## config.mk

```make
export PLATFORM = sky130hd
export DESIGN_NAME = uart_tx
export DESIGN_NICKNAME = d
export VERILOG_FILES = /design/src/rtl/uart_pkg.sv /design/src/rtl/uart_tx_fifo.sv /design/src/rtl/uart_tx.sv
export SDC_FILE = /design/constraint.sdc
export NUM_CORES = 1
export LEC_CHECK = 0
export CORE_AREA = 3 3 132 122
export CTS_BUF_LIST = sky130_fd_sc_hd__clkbuf_4
export DETAILED_ROUTE_END_ITERATION = 8
export DIE_AREA = 0 0 135 125
export PLACE_DENSITY = 0.63
export SLEW_MARGIN = 10
export SYNTH_ARGS = -nofsm -noshare
export SYNTH_HDL_FRONTEND = slang
export SYNTH_SLANG_ARGS = --single-unit
```

## constraint.sdc

```tcl
create_clock -name clk -period 6.9 [get_ports clk]
set_input_delay 1.725 -clock clk [delete_from_list [all_inputs] [get_ports clk]]
set_output_delay 1.725 -clock clk [all_outputs]
set_load 0.01 [all_outputs]
```

## src/rtl/uart_pkg.sv

```systemverilog
// -----------------------------------------------------------------------------
// uart_pkg -- shared definitions for the UART transmit path.
//   uart_tx_state_t : transmitter FSM state encoding
//   uart_period()   : clk cycles per line bit (CLK_FREQ / BAUD_RATE, truncated)
// -----------------------------------------------------------------------------
package uart_pkg;

   typedef enum logic [2:0] {
      IDLE   = 3'd0,
      START  = 3'd1,
      DATA   = 3'd2,
      PARITY = 3'd3,
      STOP   = 3'd4
   } uart_tx_state_t;

   function automatic int unsigned uart_period(input int unsigned clk_freq,
                                               input int unsigned baud_rate);
      return clk_freq / baud_rate;
   endfunction

endpackage

```

## src/rtl/uart_tx_fifo.sv

```systemverilog
// -----------------------------------------------------------------------------
// uart_tx_fifo -- synchronous FIFO buffering words ahead of the serialiser.
//   clk, rst : clock, synchronous active-high reset (empties the FIFO)
//   push     : write wdata (ignored when full)
//   wdata    : word to store
//   pop      : drop the head entry (ignored when empty)
//   rdata    : head entry, valid while !empty
//   full     : DEPTH entries held
//   empty    : no entries held
// DEPTH must be a power of two >= 2; pointers carry an extra wrap bit so that
// full and empty are distinguishable when the index bits are equal.
// -----------------------------------------------------------------------------
module uart_tx_fifo #(
   parameter int WIDTH = 8,
   parameter int DEPTH = 16
) (
   input  logic             clk,
   input  logic             rst,
   input  logic             push,
   input  logic [WIDTH-1:0] wdata,
   input  logic             pop,
   output logic [WIDTH-1:0] rdata,
   output logic             full,
   output logic             empty
);

   localparam int unsigned AW = $clog2(DEPTH);

   logic [AW:0]      wr_ptr;
   logic [AW:0]      rd_ptr;
   logic [WIDTH-1:0] mem [DEPTH];
   logic             do_push;
   logic             do_pop;

   assign empty   = (wr_ptr == rd_ptr);
   assign full    = (wr_ptr[AW] != rd_ptr[AW]) && (wr_ptr[AW-1:0] == rd_ptr[AW-1:0]);
   assign rdata   = mem[rd_ptr[AW-1:0]];
   assign do_push = push && !full;
   assign do_pop  = pop && !empty;

   always_ff @(posedge clk) begin
      if (rst) begin
         wr_ptr <= '0;
         rd_ptr <= '0;
      end else begin
         if (do_push) wr_ptr <= wr_ptr + (AW+1)'(1);
         if (do_pop)  rd_ptr <= rd_ptr + (AW+1)'(1);
      end
   end

   always_ff @(posedge clk) begin
      if (do_push) mem[wr_ptr[AW-1:0]] <= wdata;
   end

endmodule

```

## src/rtl/uart_tx.sv

```systemverilog
// -----------------------------------------------------------------------------
// uart_tx -- buffered asynchronous serial transmitter (start, data LSB first,
// optional even parity, 1 or 2 stop bits).
//   clk        : clock
//   rst        : synchronous active-high reset; aborts any frame, empties FIFO
//   data       : word to send (DATA_BITS wide)
//   data_valid : producer offers data
//   data_ready : FIFO can accept (low while full or in reset)
//   tx         : registered serial line, idle high
//   busy       : frame in progress or words queued
// Build option: define UART_TX_PARITY_EN to insert an even-parity bit after
// the data bits.
// -----------------------------------------------------------------------------
module uart_tx
   import uart_pkg::*;
#(
   parameter int CLK_FREQ   = 100000000,
   parameter int BAUD_RATE  = 9600,
   parameter int DATA_BITS  = 8,
   parameter int STOP_BITS  = 1,
   parameter int FIFO_DEPTH = 16
) (
   input  logic                 clk,
   input  logic                 rst,
   input  logic [DATA_BITS-1:0] data,
   input  logic                 data_valid,
   output logic                 data_ready,
   output logic                 tx,
   output logic                 busy
);

   localparam int unsigned PERIOD = uart_period(CLK_FREQ, BAUD_RATE);
   localparam int unsigned BW     = $clog2(PERIOD + 1);
   localparam int unsigned CW     = $clog2(DATA_BITS + 1);

   localparam logic [BW-1:0] BAUD_LAST = BW'(PERIOD - 1);
   localparam logic [CW-1:0] DATA_LAST = CW'(DATA_BITS - 1);
   localparam logic [CW-1:0] STOP_LAST = CW'(STOP_BITS - 1);

   uart_tx_state_t       state;
   logic [BW-1:0]        baud_cnt;
   logic [CW-1:0]        bit_cnt;
   logic [DATA_BITS-1:0] shreg;
   logic                 stop_tail;
   logic                 line_bit;
   logic                 bit_end;
   logic                 push;
   logic                 pop;
   logic                 fifo_full;
   logic                 fifo_empty;
   logic [DATA_BITS-1:0] fifo_rdata;
`ifdef UART_TX_PARITY_EN
   logic                 parity;
`endif

   assign data_ready = !fifo_full && !rst;
   assign push       = data_valid && data_ready;
   assign bit_end    = (baud_cnt == BAUD_LAST);

   // Head word moves into the shifter when leaving IDLE, or at the end of the
   // last stop bit so the next start bit follows with no idle gap.
   assign pop = !fifo_empty &&
                ((state == IDLE) || (state == STOP && bit_end && bit_cnt == STOP_LAST));

   // tx lags the FSM by one register stage; stop_tail covers the final stop
   // cycle still on the line after the FSM has already returned to IDLE.
   assign busy = (state != IDLE) || !fifo_empty || stop_tail;

   uart_tx_fifo #(
      .WIDTH(DATA_BITS),
      .DEPTH(FIFO_DEPTH)
   ) u_fifo (
      .clk  (clk),
      .rst  (rst),
      .push (push),
      .wdata(data),
      .pop  (pop),
      .rdata(fifo_rdata),
      .full (fifo_full),
      .empty(fifo_empty)
   );

   always_comb begin
      line_bit = 1'b1;
      case (state)
         START:   line_bit = 1'b0;
         DATA:    line_bit = shreg[0];
`ifdef UART_TX_PARITY_EN
         PARITY:  line_bit = parity;
`endif
         default: line_bit = 1'b1;
      endcase
   end

   always_ff @(posedge clk) begin
      if (rst) begin
         state     <= IDLE;
         baud_cnt  <= '0;
         bit_cnt   <= '0;
         shreg     <= '0;
         stop_tail <= 1'b0;
         tx        <= 1'b1;
`ifdef UART_TX_PARITY_EN
         parity    <= 1'b0;
`endif
      end else begin
         tx        <= line_bit;
         stop_tail <= 1'b0;
         if (pop) begin
            shreg  <= fifo_rdata;
`ifdef UART_TX_PARITY_EN
            parity <= ^fifo_rdata;
`endif
         end
         case (state)
            IDLE: begin
               if (!fifo_empty) begin
                  state    <= START;
                  baud_cnt <= '0;
               end
            end
            START: begin
               if (bit_end) begin
                  baud_cnt <= '0;
                  bit_cnt  <= '0;
                  state    <= DATA;
               end else begin
                  baud_cnt <= baud_cnt + BW'(1);
               end
            end
            DATA: begin
               if (bit_end) begin
                  baud_cnt <= '0;
                  shreg    <= shreg >> 1;
                  if (bit_cnt == DATA_LAST) begin
                     bit_cnt <= '0;
`ifdef UART_TX_PARITY_EN
                     state   <= PARITY;
`else
                     state   <= STOP;
`endif
                  end else begin
                     bit_cnt <= bit_cnt + CW'(1);
                  end
               end else begin
                  baud_cnt <= baud_cnt + BW'(1);
               end
            end
`ifdef UART_TX_PARITY_EN
            PARITY: begin
               if (bit_end) begin
                  baud_cnt <= '0;
                  bit_cnt  <= '0;
                  state    <= STOP;
               end else begin
                  baud_cnt <= baud_cnt + BW'(1);
               end
            end
`endif
            STOP: begin
               if (bit_end) begin
                  baud_cnt <= '0;
                  if (bit_cnt == STOP_LAST) begin
                     bit_cnt   <= '0;
                     state     <= fifo_empty ? IDLE : START;
                     stop_tail <= fifo_empty;
                  end else begin
                     bit_cnt <= bit_cnt + CW'(1);
                  end
               end else begin
                  baud_cnt <= baud_cnt + BW'(1);
               end
            end
            default: state <= IDLE;
         endcase
      end
   end

endmodule
```

After elaboration in Yosys (flattened, before gate mapping) --
Memories as Yosys holds them, arrays and structs flattened. A register that Yosys moved wholly into a read port is not among the register bits. Index checks and enable logic that the tools add are counted.
Cells by class: $mul 0, $lt $le $gt $ge 0, multiplexer cells 25, shifts and indexed selects 0, add/subtract/negate cells 4, div/mod/pow operators 0, equal/unequal tests 14, bitwise gates (word level) 3, reduce and logical (&&, ||, !) cells 24
Operators with widths (number):
- two-way mux 14 bit | 2
- two-way mux 4 bit | 7
- case mux 14 bit (2 select lines) | 1
- two-way mux 8 bit | 3
- two-way mux 3 bit | 6
- adder 14 x 1 -> 14 bit (second input constant) | 1
- == test 14 bit (second input constant) | 1
- case mux 3 bit (4 select lines) | 1
- case mux 4 bit (3 select lines) | 1
- adder 5 x 1 -> 5 bit (second input constant) | 2
- inequality test 2 bit (second input constant) | 5
- logical AND 1 bit | 8
- AND reduction 6 bit | 1
- nonzero test 3 bit | 2
- == test 5 bit | 1
- adder 4 x 1 -> 4 bit (second input constant) | 1
- == test 4 x 3 -> 1 bit (second input constant) | 1
- == test 4 bit | 1
- logical NOT 4 bit | 1
- AND reduction 4 bit | 1
- OR reduction 4 bit | 1
- == test 3 x 1 -> 1 bit (second input constant) | 1
- == test 3 x 2 -> 1 bit (second input constant) | 1
- == test 3 bit (second input constant) | 1
- 11 further kinds | 19
Storage, ports and cells: memories kept 1, memory bits (read-only) 0, register bits 41, output and inout bits 3, bits in latches 0, input port bits 11, word-level logic and storage cells 79, bits in writable memories 128
Memory list:
- u_fifo.mem | depth 16, bits a word 8, read ports 1, clocked after Yosys merged registers in 1, wr ports 1, line uart_tx_fifo.sv:31 | logic [WIDTH-1:0] mem [DEPTH];

Longest topological paths before layout --
Gate-level depths: netlist (run 1).
depth after elaboration 8, gate-level depth with buffers 8

Modules after synthesis --
Synthesis (run 1) repeated with hierarchy kept, for this count alone.
Second synthesis, totals: cell total of the unflattened synthesis 466, area total of the unflattened synthesis 7503.4 sq um
By module, submodules not included:
- uart_tx_fifo | cells an instance 279, area each 5840.6 sq um, sequential area each 4124.0 sq um, instances 1
- uart_tx | cells an instance 187, area each 1662.8 sq um, sequential area each 620.6 sq um, instances 1

Worst setup path after synthesis (run 1) --
No wires, ideal clock.
path type input -> output, start input port rst, end output port data_ready, slack 2786 ps, cell stages on the path 3, path buffers 2, data arrival time 2389 ps, cells stage by stage clkbuf_1 > clkbuf_1 > a21oi_1
On the way: longest elaborated chain between the ends 2
RTL lines:
- start, declared | line uart_tx.sv:24 | input logic rst,
- logical NOT 1 bit | line uart_tx.sv:56 | assign data_ready = !fifo_full && !rst;
- logical AND 1 bit | line uart_tx.sv:56
- end, declared | line uart_tx.sv:27 | output logic data_ready,
No other way between the ends.

Final worst setup path (run 1) --
Ends and elaborated chain as after synthesis.

==> impl_metrics.py, run 1 <==
metrics = {
    "layout": {
        "final_nets": 511,
        "layout.cells.non_filler": 703,
        "drive_gt1_share_pct": 15.0,
        "final_cell_area_mm2": 0.00775,
        "utilization_pct": 52.9,
        "area_growth_pct": 7.64,
        "antenna_cells": 0,
    },
    "run": {
        "max_cap_violations": 0,
    },
    "placement": {
        "placedCellCount": 671,
        "placed_area_mm2": 0.00746,
        "dpl.hpwl_um": 8860,
        "place_congestion": 0.777,
        "port_buffers": 13,
    },
    "detailed_routing": {
        "routedWlPerCell_um": 19.7,
        "num_vias": 3942,
        "wl_um": 13900,
        "routed_via_density": 5.61,
        "antenna_left": 0,
        "drc_errors": 0,
        "dr.pass1.iters": 4,
        "dr.first_iter.drc_count": 297,
    },
    "setup_path": {
        "path_max_fanout": 26,
        "slowest_stage": "clkdlybuf4s50_1",
        "r2r-end": "u_fifo.mem[0][6]$_DFFE_PP_",
        "rr_worst_depth": 5,
        "crit_path_start_kind": "input pin",
        "critPathKind": "in -> out",
        "cpMostUsedCell": "clkdlybuf4s50_1",
        "crit_path_cell_trace": "clkdlybuf4s50_1 > a21oi_1 > clkdlybuf4s50_1",
        "cp_slowest_stage_delay_ns": 0.89,
        "end_kind": "output port",
        "cp_top_family": "buffers and inverters",
        "reg2reg_from": "u_fifo.wr_ptr[2]$_SDFFE_PP0P_",
        "required_ns": 5.18,
        "r2r_slack_ns": 4.02,
        "crit_arrival_ns": 3.53,
        "path_buf_inv": 2,
    },
    "cts": {
        "clkTransAtPathRegs_ns": 0.14,
        "clock_path_buffers": 2,
        "cts_buffers": 17,
        "cts_hold_buf": 0,
        "ctsResizeCount": 0,
        "cts_setup_buffers": 0,
        "clk_latency_ns": 0.59,
        "cts.htree.levels": 4,
        "cts_tree": "built",
        "cts-root-buf": "clkbuf_4",
        "cts_sinks": 173,
    },
    "timing": {
        "final.setup.tns_ns": 0,
        "final-setup-viol-count": 0,
        "rsz0062_at_grt": "no",
        "slew-limit-headroom_pct": 19.9,
        "worst_pin_slew_ns": 1.19,
        "finalCritPeriodShare_pct": 76.2,
        "skew_ns": 0.0366,
        "maxSlewViolCount": 0,
        "hold_violations": 0,
        "min_period_ns": 5.26,
        "fmax_ghz": 0.190,
    },
    "power": {
        "p_leak_nw": 2.50,
        "p_switching_w": 0.000666,
        "clkPwrFrac_pct": 25.9,
        "power_frac_comb_pct": 20.5,
        "peakVddDrop_v": 0.000149,
        "total_power_w": 0.00223,
        "pwr-share-seq_pct": 53.6,
        "switching_share_pct": 29.8,
        "p_per_area_mw_per_mm2": 288,
        "p_int_w": 0.00157,
    },
    "logic_synthesis": {
        "synth_nets": 500,
        "syn_area_mm2": 0.00720,
        "syn-instance-count": 481,
        "yosysWarningCount": 0,
        "ys_seq_elements": 173,
        "syn_avg_cell_area_um2": 15.0,
        "synth.distinct_cells": 49,
        "seq_area_frac_synth_pct": 65.9,
    },
    "global_route": {
        "grt.total_usage_pct": 17.6,
        "antenna_found_initial": 0,
        "grt_pass1_wl_um": 22200,
        "grt_max_degree": 33,
        "grt_overflow_total": 0,
        "grt_pass1_vias": 3847,
    },
    "floorplanning": {
        "io-pin-count": 14,
        "die_x_um": 135,
        "fp.coreArea_mm2": 0.0147,
        "start_util_pct": 49.1,
        "die_h_um": 125,
        "fp.dieArea_mm2": 0.0169,
        "rows": 42,
    },
    "hold_path": {
        "hold_path_depth": 2,
        "hp-start": "shreg[3]$_SDFF_PP0_",
        "hp-class": "reg -> reg",
        "hold_path_end": "shreg[2]$_SDFF_PP0_",
    },
    "run_status": {
        "status": "completed",
    },
}
==> power by group through the flow <==
stage	Combinational [W]	Clock [W]	Sequential (W)
2_1_floorplan	0.000389	0	0.00120
5_1_grt	0.000504	0.000634	0.00121
6_report	0.000459	0.000577	0.00120
4_1_cts	0.000464	0.000591	0.00120
3_3_place_gp	0.000457	0	0.00122
3_5_place_dp	0.000463	0	0.00122
==> per-layer routing <==
layer / vias to the layer above / GRT usage (%) / wire, um
met2: 91 / 23.8 / 5930
li1: 1859 / - / -
met5: - / 0 / 0
met1: 1978 / 27.8 / 6920
met3: 14 / 4.30 / 831
met4: 0 / 6.05 / 179
==> cells by family (layout without fill, tap and decap cells) <==
| family | Yosys count | count (layout) | synth area share [%] |
|---|---|---|---|
| flops | 173 | 173 | 65.9 |
| mux | 48 | 48 | 12.2 |
| simple gates | 135 | 135 | 9.68 |
| fa+ha+maj | 9 | 9 | 1.53 |
| xor+xnor | 27 | 27 | 3.28 |
| buf+inv | 28 | 52 | 2.12 |
| compound gates | 61 | 61 | 5.30 |
==> through the flow <==
step           hold WS, ns  worst slack (ns)
4_1_cts              0.458              1.64
5_1_grt              0.486              1.49
2_1_floorplan        0.428              2.79
3_3_place_gp         0.438              1.63
6_report             0.446              1.64
3_5_place_dp         0.444              1.64
==> area by class of cell <==
cell class / instances / area [um^2]
Clock buffer: 18 / 135
Clock inverter: 14 / 155
Fill cell: 1175 / 6910
Inverter: 5 / 18.8
Multi-Input combinational cell: 280 / 2310
Sequential cell: 173 / 4750
Tap cell: 198 / 248
Timing Repair Buffer: 15 / 145
==> state kept, by name, summed over array words and instances (netlist names), named ones only <==
register       cells
u_fifo.mem       128
baud_cnt          14
shreg              8
u_fifo.rd_ptr      5
u_fifo.wr_ptr      5
bit_cnt            4
state              3
stop_tail          1
tx                 1
==> worst max path at each step <==
stage	from	to	slack [ns]	depth (start not counted)
final	rst	data_ready	1.64	3
after global routing	rst	data_ready	1.49	3
after CTS	rst	data_ready	1.64	3
after detailed placement	rst	data_ready	1.64	3
after global placement	rst	data_ready	1.63	3
after floorplan	rst	data_ready	2.79	3
==> layout by cell type, fill, tap and decap left out, drive strengths merged, types with 2 or more instances in the layout <==
cell	n
edfxtp	128
dfxtp	45
nor2	44
mux4	32
nand2	25
xor2	23
a21oi	22
clkbuf	18
o21ai	18
mux2i	16
clkdlybuf4s50	13
nor2b	12
inv	11
nor3	9
a211oi	9
nand3	8
ha	8
nand4	7
nand2b	6
and3	5
xnor2	4
or3	4
clkinv	4
and4	3
clkinvlp	3
or2	2
nor3b	2
o31ai	2
a211o	2
a2111oi	2
a32o	2
buf	2
nor4	2
==> synth_stat cells, drive strengths merged <==
cell type,instances,area share (%)
a2111oi,2,0.24
mux2i,16,2.2
inv,5,0.26
and4bb,1,0.17
nand4b,1,0.12
nor3b,2,0.21
nor4,2,0.38
a32o,2,0.28
clkbuf,10,0.52
o22ai,1,0.087
o21bai,1,0.10
nand3,8,0.56
and3,5,0.43
xnor2,4,0.49
or2,2,0.17
and2,1,0.087
o21a,1,0.10
o31ai,2,0.21
a211o,2,0.24
a31oi,1,0.087
nor2,44,2.3
mux4,32,10
edfxtp,128,53
nand2,25,1.4
a21oi,22,1.7
nand2b,6,0.52
nand4,7,0.61
nand3b,1,0.10
or3,4,0.35
ha,8,1.4
buf,13,1.3
xor2,23,2.8
maj3,1,0.14
dfxtp,45,13
o21ai,18,1.3
nor2b,12,1.0
a211oi,9,1.0
or2b,1,0.10
and3b,1,0.12
and4,3,0.36
nor3,9,0.63
==> tightest hold or removal path, delay by kind of cell, from the launching register on <==
| family | cells | cell delay [ns] |
|---|---|---|
| AOI/OAI and AO/OA | 1 | 0.05 |
| DFF | 1 | 0.33 |
| and+or+nand+nor | 1 | 0.05 |
(Power assumes the default switching activity.)
==> run 2: changes to the inputs <==
--- a/config.mk
+++ b/config.mk
@@ -9,7 +9,7 @@
 export CTS_BUF_LIST = sky130_fd_sc_hd__clkbuf_4
 export DETAILED_ROUTE_END_ITERATION = 8
 export DIE_AREA = 0 0 135 125
-export PLACE_DENSITY = 0.63
+export PLACE_DENSITY = 0.66
 export SLEW_MARGIN = 10
 export SYNTH_ARGS = -nofsm -noshare
 export SYNTH_HDL_FRONTEND = slang
==> constraint.sdc (replaced) <==
create_clock -name clk -period 4.4 [get_ports clk]
set_input_delay 1.1 -clock clk [delete_from_list [all_inputs] [get_ports clk]]
set_output_delay 1.1 -clock clk [all_outputs]
set_load 0.01 [all_outputs]
==> impl_metrics.py, run 2 (same netlist as run 1, synthesis figures left out) <==
metrics = {
    "setup_path": {
        "crit_path_cell_trace": "xor2_1 > nor4_4 > buf_4 > nand2_1 > or2_2 > clkdlybuf4s50_1",
        "r2r_slack_ns": 1.75,
        "required_ns": 3.30,
        "critPathLaunch": "u_fifo.wr_ptr[3]$_SDFFE_PP0P_",
        "crit_path_start_kind": "flip-flop",
        "path_max_fanout": 9,
        "rr_worst_depth": 6,
        "critPathKind": "reg -> out",
        "cp_slowest_stage_delay_ns": 0.55,
        "slowest_stage": "dfxtp_1",
        "reg2reg_from": "u_fifo.wr_ptr[2]$_SDFFE_PP0P_",
        "r2r-end": "u_fifo.mem[8][5]$_DFFE_PP_",
        "crit_end": "busy",
        "crit_arrival_ns": 2.61,
        "end_kind": "output port",
    },
    "layout": {
        "n_fill_cell": 1203,
        "area_growth_pct": 8.86,
        "final_common_cell": "edfxtp_1",
        "utilization_pct": 53.5,
        "layout.cells.non_filler": 712,
        "layout_common_cells": "128 x edfxtp_1, 44 x nor2_1, 44 x dfxtp_1",
        "final_nets": 520,
        "antenna_cells": 0,
        "largest_reg_flops": 128,
        "drive_gt1_share_pct": 16.5,
    },
    "cts": {
        "cts_setup_buffers": 0,
        "cts_tree": "built",
        "cts-root-buf": "clkbuf_4",
        "cts_sinks": 173,
        "clk_latency_ns": 0.56,
        "cts_buffers": 17,
        "clkTransAtPathRegs_ns": 0.13,
        "cts_hold_buf": 0,
        "cts.htree.levels": 4,
        "ctsResizeCount": 0,
        "clock_path_buffers": 2,
    },
    "timing": {
        "final-setup-viol-count": 0,
        "min_period_ns": 3.71,
        "final.setup.tns_ns": 0,
        "rsz0062_at_grt": "no",
        "slew-limit-headroom_pct": 24.5,
        "maxSlewViolCount": 0,
        "worst_pin_slew_ns": 1.13,
        "skew_ns": 0.0190,
        "hold_violations": 0,
        "finalCritPeriodShare_pct": 84.4,
        "fmax_ghz": 0.269,
    },
    "hold_path": {
        "hp-class": "reg -> reg",
    },
    "detailed_routing": {
        "num_vias": 3951,
        "routed_via_density": 5.55,
        "routedWlPerCell_um": 19.1,
        "wl_um": 13600,
        "dr.pass1.iters": 5,
        "antenna_left": 0,
        "dr.first_iter.drc_count": 258,
        "drc_errors": 0,
    },
    "power": {
        "total_power_w": 0.00357,
        "p_leak_nw": 2.57,
        "p_per_area_mw_per_mm2": 456,
        "peakVddDrop_v": 0.000243,
    },
    "floorplanning": {
        "die_x_um": 135,
        "io-pin-count": 14,
        "fp.dieArea_mm2": 0.0169,
        "start_util_pct": 49.1,
        "die_h_um": 125,
        "rows": 42,
        "fp.coreArea_mm2": 0.0147,
    },
    "global_route": {
        "grt_pass1_wl_um": 22000,
        "antenna_found_initial": 0,
        "grt_pass1_vias": 3979,
        "grt.total_usage_pct": 17.4,
        "grt_overflow_total": 0,
        "grt_max_degree": 25,
    },
    "placement": {
        "port_buffers": 13,
        "placedCellCount": 680,
        "dpl.hpwl_um": 9130,
        "place_congestion": 0.808,
    },
    "run_status": {
        "status": "completed",
    },
    "run": {
        "max_cap_violations": 0,
    },
}
-- run 2: cell types whose count changed in the layout (fill, tap and decap cells not counted), sizes merged --
| cell | delta |
|---|---|
| buf | +9 |
| clkinvlp | -2 |
| clkbuf | -1 |
| clkinv | +1 |
| bufinv | +2 |
-- run 2: final cells by class --
cell class / instances / area, um^2 / area share (%)
sequential: 173 / 4750 / 60.5
multi-input combinational: 280 / 2310 / 29.4
tap: 198 / 248 / 3.16
timing repair buffer: 24 / 213 / 2.71
clock inverter: 15 / 183 / 2.33
clock buffer: 17 / 128 / 1.63
inverter: 5 / 18.8 / 0.239
-- run 2: where the power goes --
| group | leakage (nW) | switching [W] | total [W] | internal (W) |
|---|---|---|---|---|
| Sequential | 1.52 | 0.000103 | 0.00192 | 0.00181 |
| Clock | 0.168 | 0.000563 | 0.000967 | 0.000405 |
| Combinational | 0.880 | 0.000338 | 0.000691 | 0.000352 |
-- run 2: routing by layer --
| layer | vias up | routed length (um) | GRT usage [%] |
|---|---|---|---|
| met4 | 0 | 161 | 5.22 |
| met5 | - | 0 | 0 |
| met1 | 1984 | 6070 | 24.5 |
| met2 | 81 | 6570 | 26.6 |
| li1 | 1875 | - | - |
| met3 | 11 | 832 | 4.98 |
-- run 2: worst max-delay path, delay by kind of cell (launching register included) --
kind                   cells  cell delay (ns)
buffers and inverters      2             0.68
AND/OR/NAND/NOR            3             0.67
flip-flops                 1             0.55
XOR/XNOR                   1             0.16
-- run 2: per-stage QoR --
step,worst slack [ns],cell area (um^2),hold WS (ns)
floorplan,1.54,7200,0.428
global route,0.480,7840,0.480
detailed placement,0.836,7530,0.444
CTS,0.641,7840,0.463
global placement,0.860,7530,0.436
finish,0.686,7840,0.463
-- run 2: worst min path at each step --
| stage | cells after the start | slack [ns] | end | from |
|---|---|---|---|---|
| global placement | 2 | 0.44 | shreg[3]$_SDFF_PP0_ | shreg[4]$_SDFF_PP0_ |
| floorplan | 2 | 0.43 | shreg[0]$_SDFF_PP0_ | shreg[1]$_SDFF_PP0_ |
| detailed placement | 2 | 0.44 | shreg[2]$_SDFF_PP0_ | shreg[3]$_SDFF_PP0_ |
| CTS | 2 | 0.46 | shreg[2]$_SDFF_PP0_ | shreg[3]$_SDFF_PP0_ |
| finish | 2 | 0.46 | shreg[2]$_SDFF_PP0_ | shreg[3]$_SDFF_PP0_ |
| global route | 2 | 0.48 | shreg[2]$_SDFF_PP0_ | shreg[3]$_SDFF_PP0_ |
==> run 3: changes to the inputs <==
--- a/config.mk
+++ b/config.mk
@@ -9,7 +9,7 @@
 export CTS_BUF_LIST = sky130_fd_sc_hd__clkbuf_4
 export DETAILED_ROUTE_END_ITERATION = 8
 export DIE_AREA = 0 0 135 125
-export PLACE_DENSITY = 0.66
+export PLACE_DENSITY = 0.63
 export SLEW_MARGIN = 10
 export SYNTH_ARGS = -nofsm -noshare
 export SYNTH_HDL_FRONTEND = slang
==> constraint.sdc (replaced) <==
create_clock -name clk -period 3.61 [get_ports clk]
set_input_delay 0.9025 -clock clk [delete_from_list [all_inputs] [get_ports clk]]
set_output_delay 0.9025 -clock clk [all_outputs]
set_load 0.01 [all_outputs]
==> impl_metrics.py, run 3 (same netlist as run 1, synthesis figures left out) <==
metrics = {
    "timing": {
        "slew-limit-headroom_pct": 52.0,
        "fmax_ghz": 0.292,
        "hold_violations": 0,
        "final-setup-viol-count": 0,
        "min_period_ns": 3.43,
        "worst_pin_slew_ns": 0.718,
        "rsz0062_at_grt": "no",
        "final.setup.tns_ns": 0,
        "fin_ws_ns": 0.185,
        "finalCritPeriodShare_pct": 94.9,
        "maxSlewViolCount": 0,
        "skew_ns": 0.0258,
    },
    "power": {
        "p_leak_nw": 2.63,
        "clkPwrFrac_pct": 26.5,
        "switching_share_pct": 27.5,
        "p_per_area_mw_per_mm2": 547,
        "p_switching_w": 0.00120,
        "pwr-share-seq_pct": 52.9,
        "power_frac_comb_pct": 20.6,
        "peakVddDrop_v": 0.000426,
        "p_int_w": 0.00315,
    },
    "setup_path": {
        "crit_arrival_ns": 2.52,
        "required_ns": 2.71,
        "end_kind": "output port",
        "crit_path_start_kind": "flip-flop",
        "critPathKind": "reg -> out",
        "path_max_fanout": 16,
    },
    "global_route": {
        "grt_max_degree": 26,
        "grt.total_usage_pct": 17.6,
        "grt_overflow_total": 0,
        "antenna_found_initial": 1,
        "grt_pass1_wl_um": 22400,
        "grt_pass1_vias": 4138,
    },
    "cts": {
        "cts-root-buf": "clkbuf_4",
        "clock_path_buffers": 2,
        "clkTransAtPathRegs_ns": 0.13,
        "ctsResizeCount": 0,
        "cts_tree": "built",
        "cts.htree.levels": 4,
        "clk_latency_ns": 0.56,
        "cts_sinks": 173,
        "cts_setup_buffers": 0,
        "cts_hold_buf": 0,
        "cts_buffers": 17,
    },
    "floorplanning": {
        "die_h_um": 125,
        "start_util_pct": 49.1,
        "die_x_um": 135,
        "rows": 42,
        "fp.dieArea_mm2": 0.0169,
        "io-pin-count": 14,
        "fp.coreArea_mm2": 0.0147,
    },
    "detailed_routing": {
        "routedWlPerCell_um": 18.9,
        "dr.first_iter.drc_count": 358,
        "routed_via_density": 5.50,
        "wl_um": 13700,
        "antenna_left": 0,
        "num_vias": 3993,
        "dr.pass1.iters": 4,
        "drc_errors": 0,
    },
    "layout": {
        "area_growth_pct": 10.4,
        "n_fill_cell": 1181,
        "final_common_cell": "edfxtp_1",
        "drive_gt1_share_pct": 18.4,
        "largest_reg_flops": 128,
        "layout_common_cells": "128 x edfxtp_1, 44 x nor2_1, 44 x dfxtp_1",
        "final_nets": 533,
    },
    "placement": {
        "dpl.hpwl_um": 9220,
        "place_congestion": 0.799,
        "port_buffers": 13,
        "dp_slack_ns": 0.653,
    },
    "run": {
        "max_cap_violations": 0,
    },
    "run_status": {
        "status": "completed",
    },
    "hold_path": {
        "hp-class": "reg -> reg",
    },
}
==> run 3: path summary, 6_finish.rpt <==
path                                 start             endpoint  slack [ns]  depth (start not counted)
setup / recovery     state[2]$_SDFFE_PP0P_                 busy        0.18                          5
hold / removal         shreg[7]$_SDFF_PP0_  shreg[6]$_SDFF_PP0_        0.45                          2
hold reg to reg        shreg[7]$_SDFF_PP0_  shreg[6]$_SDFF_PP0_        0.45                          2
setup reg to reg  baud_cnt[0]$_SDFFE_PP0P_  shreg[7]$_SDFF_PP0_        1.11                          7
==> run 3: area by class of cell <==
type / instances / area [um^2] / area share [%]
diodes: 1 / 2.50 / 0.0315
clock buffers: 19 / 143 / 1.79
clock inverters: 13 / 164 / 2.06
inverters: 5 / 18.8 / 0.236
multi-input cells: 280 / 2310 / 29.0
flip-flops and latches: 173 / 4750 / 59.7
well taps: 198 / 248 / 3.12
repair buffers: 37 / 323 / 4.06
==> run 3: worst max-delay path, stage by stage, from the launching register on <==
cell	delay, ns
dfxtp_1	0.48
nor3_1	0.29
and2_1	0.24
nand2_1	0.17
or2_2	0.31
clkdlybuf4s50_1	0.47
==> run 3: layer usage <==
layer / track usage (%) / part of all wire, % / vias up
met3: 3.98 / 5.6 / 19
met1: 25.1 / 46 / 2007
met4: 5.99 / 1.6 / 0
met5: 0 / 0 / -
li1: - / - / 1896
met2: 27.0 / 47 / 71
==> run 3: per-stage QoR <==
stage | util, % | area [um^2] | instances | hold WS, ns | power [W]
5_1_grt | 54.2 | 7950 | 726 | 0.485 | 0.00459
2_1_floorplan | - | 7200 | 481 | 0.428 | 0.00303
3_5_place_dp | 52.1 | 7640 | 693 | 0.450 | 0.00326
6_report | 54.2 | 7950 | 726 | 0.451 | 0.00435
4_1_cts | 54.2 | 7950 | 725 | 0.457 | 0.00441
3_3_place_gp | 52.1 | 7640 | 693 | 0.436 | 0.00324
==> run 3: power by group through the flow <==
stage / clock network [W] / registers (W) / logic (W)
after floorplan: 0 / 0.00228 / 0.000743
after global placement: 0 / 0.00235 / 0.000899
after detailed placement: 0 / 0.00235 / 0.000913
after CTS: 0.00119 / 0.00230 / 0.000914
after global routing: 0.00128 / 0.00232 / 0.000989
final: 0.00115 / 0.00230 / 0.000895
